[src/rtl/pipeline_pkg.sv]
// Shared pipeline types for the register-read stage.
//   decoded_t   : decoded instruction fields handed from decode to execute
//   rrm_entry_t : one buffered slot (decoded instruction + exception tag)
//   REG_X0      : index of the hard-wired zero register, never a hazard
package pipeline_pkg;

  localparam int PKG_XLEN   = 32;
  localparam int PKG_REG_AW = 5;
  localparam int EXC_NUM_W  = 6;

  localparam logic [PKG_REG_AW-1:0] REG_X0 = '0;

  typedef struct packed {
    logic [6:0]            opcode;
    logic [PKG_REG_AW-1:0] rd;
    logic [PKG_REG_AW-1:0] rs1;
    logic [PKG_REG_AW-1:0] rs2;
    logic [2:0]            funct3;
    logic [6:0]            funct7;
    logic [PKG_XLEN-1:0]   imm;
    logic [PKG_XLEN-1:0]   pc;
  } decoded_t;

  typedef struct packed {
    logic                 exc_valid;
    logic [EXC_NUM_W-1:0] exc_num;
    decoded_t             instr;
  } rrm_entry_t;

endpackage

[src/rtl/rrm_fifo.sv]
// Generic circular buffer of DEPTH entries (any DEPTH >= 1).
// Ports:
//   clk, reset_n : clock, asynchronous active-low reset (all storage cleared)
//   push, din    : write din at the tail (ignored when full and not popping)
//   pop          : drop the head entry (ignored when empty)
//   flush        : empty the buffer; beats push and pop
//   dout         : head entry, combinational
//   count        : number of stored entries, 0..DEPTH
module rrm_fifo #(
  parameter int WIDTH = 8,
  parameter int DEPTH = 2,
  localparam int CNT_W = $clog2(DEPTH + 1),
  localparam int PTR_W = (DEPTH > 1) ? $clog2(DEPTH) : 1
) (
  input  logic             clk,
  input  logic             reset_n,
  input  logic             push,
  input  logic             pop,
  input  logic             flush,
  input  logic [WIDTH-1:0] din,
  output logic [WIDTH-1:0] dout,
  output logic [CNT_W-1:0] count
);

  logic [WIDTH-1:0] mem [DEPTH];
  logic [PTR_W-1:0] rd_ptr;
  logic [PTR_W-1:0] wr_ptr;
  logic             do_push;
  logic             do_pop;

  // Pointers wrap explicitly so non-power-of-two depths work.
  function automatic logic [PTR_W-1:0] ptr_next(input logic [PTR_W-1:0] p);
    return (p == PTR_W'(DEPTH - 1)) ? '0 : p + PTR_W'(1);
  endfunction

  assign do_pop  = pop && (count != '0);
  assign do_push = push && ((count != CNT_W'(DEPTH)) || do_pop);
  assign dout    = mem[rd_ptr];

  // NOTE: sequential state uses non-blocking assignments so every register
  // samples pre-edge values regardless of statement order.
  // NOTE: the storage array is reset as well, so the head outputs read as
  // zero straight out of reset rather than X.
  always_ff @(posedge clk or negedge reset_n) begin
    if (!reset_n) begin
      rd_ptr <= '0;
      wr_ptr <= '0;
      count  <= '0;
      for (int i = 0; i < DEPTH; i++) mem[i] <= '0;
    end else if (flush) begin
      rd_ptr <= '0;
      wr_ptr <= '0;
      count  <= '0;
    end else begin
      if (do_push) begin
        mem[wr_ptr] <= din;
        wr_ptr      <= ptr_next(wr_ptr);
      end
      if (do_pop) rd_ptr <= ptr_next(rd_ptr);
      case ({do_push, do_pop})
        2'b10:   count <= count + CNT_W'(1);
        2'b01:   count <= count - CNT_W'(1);
        default: count <= count;
      endcase
    end
  end

endmodule

[src/rtl/read_registers_multi.sv]
// Register-read stage: buffers decoded instructions, reads rs1/rs2 for the
// head entry and issues it once no RAW hazard exists against NUM_HAZ
// in-flight writers (index 0 = youngest).
// Optional feature macro: RRM_BYPASS_EN -- forward a ready writer result
// instead of waiting for writeback.
// Ports:
//   clk, reset_n                  : clock, asynchronous active-low reset
//   flush                         : drop all buffered entries
//   decode_instr/exc_num/exc_valid/valid -> decode_stall : decode handshake
//   read_rs1/read_rs2, rs1_val/rs2_val : register-file read (combinational)
//   haz_valid/haz_rd/haz_data_rdy/haz_data : in-flight writer state
//   instr_out, rs1_val_out, rs2_val_out, exc_num_out, exc_valid_out : head
//   valid                         : head issues this cycle; stall from execute
module read_registers_multi
  import pipeline_pkg::*;
#(
  parameter int XLEN      = PKG_XLEN,
  parameter int REG_AW    = PKG_REG_AW,
  parameter int BUF_DEPTH = 2,
  parameter int NUM_HAZ   = 2
) (
  input  logic                      clk,
  input  logic                      reset_n,
  input  logic                      flush,
  input  decoded_t                  decode_instr,
  input  logic [EXC_NUM_W-1:0]      decode_exc_num,
  input  logic                      decode_exc_valid,
  input  logic                      decode_valid,
  output logic                      decode_stall,
  output logic [REG_AW-1:0]         read_rs1,
  output logic [REG_AW-1:0]         read_rs2,
  input  logic [XLEN-1:0]           rs1_val,
  input  logic [XLEN-1:0]           rs2_val,
  input  logic [NUM_HAZ-1:0]        haz_valid,
  input  logic [NUM_HAZ*REG_AW-1:0] haz_rd,
  input  logic [NUM_HAZ-1:0]        haz_data_rdy,
  input  logic [NUM_HAZ*XLEN-1:0]   haz_data,
  output decoded_t                  instr_out,
  output logic [XLEN-1:0]           rs1_val_out,
  output logic [XLEN-1:0]           rs2_val_out,
  output logic [EXC_NUM_W-1:0]      exc_num_out,
  output logic                      exc_valid_out,
  output logic                      valid,
  input  logic                      stall
);

  localparam int CNT_W = $clog2(BUF_DEPTH + 1);

  rrm_entry_t               push_entry;
  rrm_entry_t               head;
  logic [CNT_W-1:0]         count;
  logic                     empty;
  logic                     full;
  logic                     issue;
  logic                     push;
  logic [1:0][REG_AW-1:0]   src;      // [0] = rs1, [1] = rs2
  logic [1:0][NUM_HAZ-1:0]  match;
  logic [1:0]               blk;
  logic [1:0][XLEN-1:0]     src_val;

  assign push_entry = '{exc_valid: decode_exc_valid, exc_num: decode_exc_num,
                        instr: decode_instr};

  rrm_fifo #(
    .WIDTH ($bits(rrm_entry_t)),
    .DEPTH (BUF_DEPTH)
  ) u_fifo (
    .clk     (clk),
    .reset_n (reset_n),
    .push    (push),
    .pop     (issue),
    .flush   (flush),
    .din     (push_entry),
    .dout    (head),
    .count   (count)
  );

  assign empty = (count == '0);
  assign full  = (count == CNT_W'(BUF_DEPTH));

  assign src[0] = head.instr.rs1;
  assign src[1] = head.instr.rs2;

  // x0 reads as zero and can never be a true dependency.
  for (genvar s = 0; s < 2; s++) begin : g_src
    for (genvar h = 0; h < NUM_HAZ; h++) begin : g_haz
      assign match[s][h] = haz_valid[h] && (src[s] != REG_X0) &&
                           (haz_rd[h*REG_AW +: REG_AW] == src[s]);
    end
  end

`ifdef RRM_BYPASS_EN
  // Scan from the oldest writer down so the youngest (lowest index) match
  // is the one left standing.
  // NOTE: every always_comb output gets a default first so no path can
  // leave it unassigned and infer a latch.
  always_comb begin
    blk     = '0;
    src_val = {rs2_val, rs1_val};
    for (int s = 0; s < 2; s++) begin
      for (int h = NUM_HAZ - 1; h >= 0; h--) begin
        if (match[s][h]) begin
          blk[s]     = ~haz_data_rdy[h];
          src_val[s] = haz_data[h*XLEN +: XLEN];
        end
      end
    end
  end
`else
  always_comb begin
    blk     = '0;
    src_val = {rs2_val, rs1_val};
    for (int s = 0; s < 2; s++) blk[s] = |match[s];
  end

  // Writer results are only consumed by the forwarding build.
  logic unused_bypass;
  assign unused_bypass = ^{haz_data_rdy, haz_data};
`endif

  // An excepting entry carries no real operands, so it never waits.
  assign issue = ~flush & ~stall & ~empty & (head.exc_valid | ~(|blk));
  assign decode_stall = ~flush & full & ~issue;
  assign push  = decode_valid & ~decode_stall & ~flush;

  assign valid         = issue;
  assign read_rs1      = src[0];
  assign read_rs2      = src[1];
  assign instr_out     = head.instr;
  assign exc_num_out   = head.exc_num;
  assign exc_valid_out = head.exc_valid;
  assign rs1_val_out   = src_val[0];
  assign rs2_val_out   = src_val[1];

endmodule

[config.mk]
export PLATFORM = sky130hd
export DESIGN_NAME = read_registers_multi
export DESIGN_NICKNAME = d
export VERILOG_FILES = /design/src/rtl/pipeline_pkg.sv /design/src/rtl/rrm_fifo.sv /design/src/rtl/read_registers_multi.sv
export SDC_FILE = /design/constraint.sdc
export NUM_CORES = 1
export LEC_CHECK = 0
export ABC_AREA = 1
export ABC_CLOCK_PERIOD_IN_PS = 3900
export CORE_ASPECT_RATIO = 0.6
export CORE_UTILIZATION = 35
export DETAILED_ROUTE_END_ITERATION = 10
export GPL_TIMING_DRIVEN = 0
export PLACE_DENSITY = 0.66
export SLEW_MARGIN = 20
export SYNTH_ARGS = -nofsm -noshare
export SYNTH_HDL_FRONTEND = slang
export SYNTH_HIERARCHICAL = 1
export SYNTH_SLANG_ARGS = --single-unit
[constraint.sdc]
create_clock -name clk -period 3.9 [get_ports clk]
set_input_delay 0.78 -clock clk [delete_from_list [all_inputs] [get_ports clk]]
set_output_delay 0.78 -clock clk [all_outputs]
set_load 0.02 [all_outputs]
==> results.ini <==
[sta]
tightest_slew_ps=587.5
finalSetupTns_ps=0
max_freq_ghz=0.2759
slew_headroom=0.6083
finClkSkew_ps=20.97
hold_viol_final=0
layout_setup_ws_ps=274.9
worst_hold_slack_ps=136.6
period_minus_slack_ps=3625
rsz0062_at_grt=false
drv_slew=0
period_share=0.9295
finalSetupViolCount=0

[cts]
cts_root_buf=clkbuf_16
htreeDepth=1
cts_setup_buffers=0
clk_pin_slew_ps=70
cts_buffer_depth=3
cts_tree=yes
cts_buffers=22
clkLatencyLatePin_ps=510
cts_hold_buf=0
clock_sink_count=210

[synth]
synthTopCellsByCount=583 x nand2_1, 210 x dfrtp_1, 123 x inv_1
yosysTopAreaCell=dfrtp_1
yosysUniqueCellTypes=24
ys_seq_area_frac=0.5037
ys_top_cells_by_area=dfrtp_1 50%, nand2_1 21%, buf_4 5.5%
syn_inst=1324
ys_seq_elements=210
netlist_area_um2=10430
avgSynthCellArea_um2=7.880
synth_flop_cell=dfrtp_1
synth_nets=1574
synth-edff-count=0
yosysTopAreaCellShare=0.5037
yosysMostFrequentCell=nand2_1
synth_warnings=6
ys_async_sr_fraction=1.000

[detailed_routing]
ant_nets=0
via_count=9355
drcViolationCount=0
drt_wl_total_mm=31.43
drt_iter0_markers=853
wl_per_cell_um=15.24
vias_per_cell=4.537
dr.pass1.iters=5

[layout]
n_antenna_cell=0
drive_gt1_frac=0.1288
fin_area_um2=14790
fin_util=0.5098
final_cells=2062
nFillCells=2775
nets=1896
syn2layout_area_growth_pct=41.76

[die]
core_area_um2=29010
die_y_um=135.7
rows=48
io_pins=429
die_area_um2=30520
initial_core_util=0.3596
die_width_um=224.9

[critical_path]
worst_ep_arrival_time_ps=2850
path_class=register to primary output
worstRegToRegCells=22
end_kind=primary output
startpoint_type=register
path_max_fanout=10
crit_required_ps=3120

[global_routing]
grt_max_degree=95
antenna_found_initial=0
grt-ovfl-total=0
grt_pass1_wl_mm=49.32
grt_use_total=0.2045
grt_pass1_vias=8947

[placed_design]
post-place-ws_ps=-245.9
gp_congestion=0.8635
port_buffers=298
place_area_um2=13980
hpwl_mm=23.36
placedCellCount=2024

[pwr]
ir_drop_mv=0.3226
power_density_nw_per_um2=624.2
leakage_nw=7.516
power_mw=9.231

[worst_hold_path]
hold_class=input port to async pin

[outcome]
status=finished, final reports clean

[job]
drv_cap=0

==> routing by layer <==
layer  vias to the layer above  global-route usage  wire [um]
met5                         -                   0          0
met4                         0             0.02683        291
met3                        26             0.03296       1788
met2                       298              0.3086      13950
met1                      4402              0.3124      15410
li1                       4629                   -          -
==> where the power goes <==
| part | internal (mW) | switching (mW) |
|---|---|---|
| combinational | 1.62 | 1.92 |
| sequential | 2.97 | 0.417 |
| clock | 1.45 | 0.863 |
==> cells in the final DEF, fill, tap and decap left out, drive strengths merged <==
cell and n:
nand4 1, o21ai 208, bufinv 5, a21oi 2, buf 117, clkinv 7
o211ai 1, inv 134, nor2 21, dfrtp 210, clkbuf 55, clkdlybuf4s15 1
nand2 586, nand3 15, nor3 4, clkdlybuf4s50 295
==> worst max-delay path, cell delays in order, from the launching register on <==
cell	delay [ps]
dfrtp_2	440
clkinv_1	190
clkbuf_4	270
nand2_1	80
nand2_1	120
inv_2	130
nand2_1	60
nand2_1	90
nor2_1	60
nand3_1	70
nand2_1	50
nand2_1	70
nand2_1	80
nand2_1	90
nand2_2	60
inv_2	120
clkdlybuf4s15_1	350
==> path summary, 6_finish.rpt <==
path,endpoint,slack (ps),start
setup / recovery,valid,270,u_fifo/rd_ptr
hold reg to reg,u_fifo/mem[81],480,u_fifo/mem[81]
min in group clk,u_fifo/mem[81],480,u_fifo/mem[81]
max in group asynchronous,u_fifo/mem[194],2980,reset_n
hold / removal,u_fifo/mem[60],140,reset_n
setup reg to reg,u_fifo/mem[178],650,u_fifo/rd_ptr
==> timing repair <==
item	4_1_cts	5_1_grt
cloned	0	0
endpoints found under the setup margin	9	2
resized for setup	12	5
==> cell type report <==
cell class	instances	area (um2)	area share
plain buffers	139	1052	0.07115
clock buffers	29	618.1	0.04179
clock inverters	11	180.2	0.01218
inverters	135	506.7	0.03426
multi-input cells	838	3637	0.2459
flip-flops and latches	210	5256	0.3554
well taps	400	500.5	0.03384
repair buffers	300	3038	0.2054
==> cell families after synthesis <==
logic type      count (synthesis)  share of synthesized area
simple gates                  627                     0.2315
flops                         210                     0.5037
compound gates                211                     0.1169
buf+inv                       276                     0.1479
==> sequential cells by signal (all words and copies together), names as in the netlist <==
name / flops
u_fifo/mem: 206
u_fifo/count: 2
u_fifo/rd_ptr: 1
u_fifo/wr_ptr: 1
No activity file was read; power rests on OpenSTA's default activity.
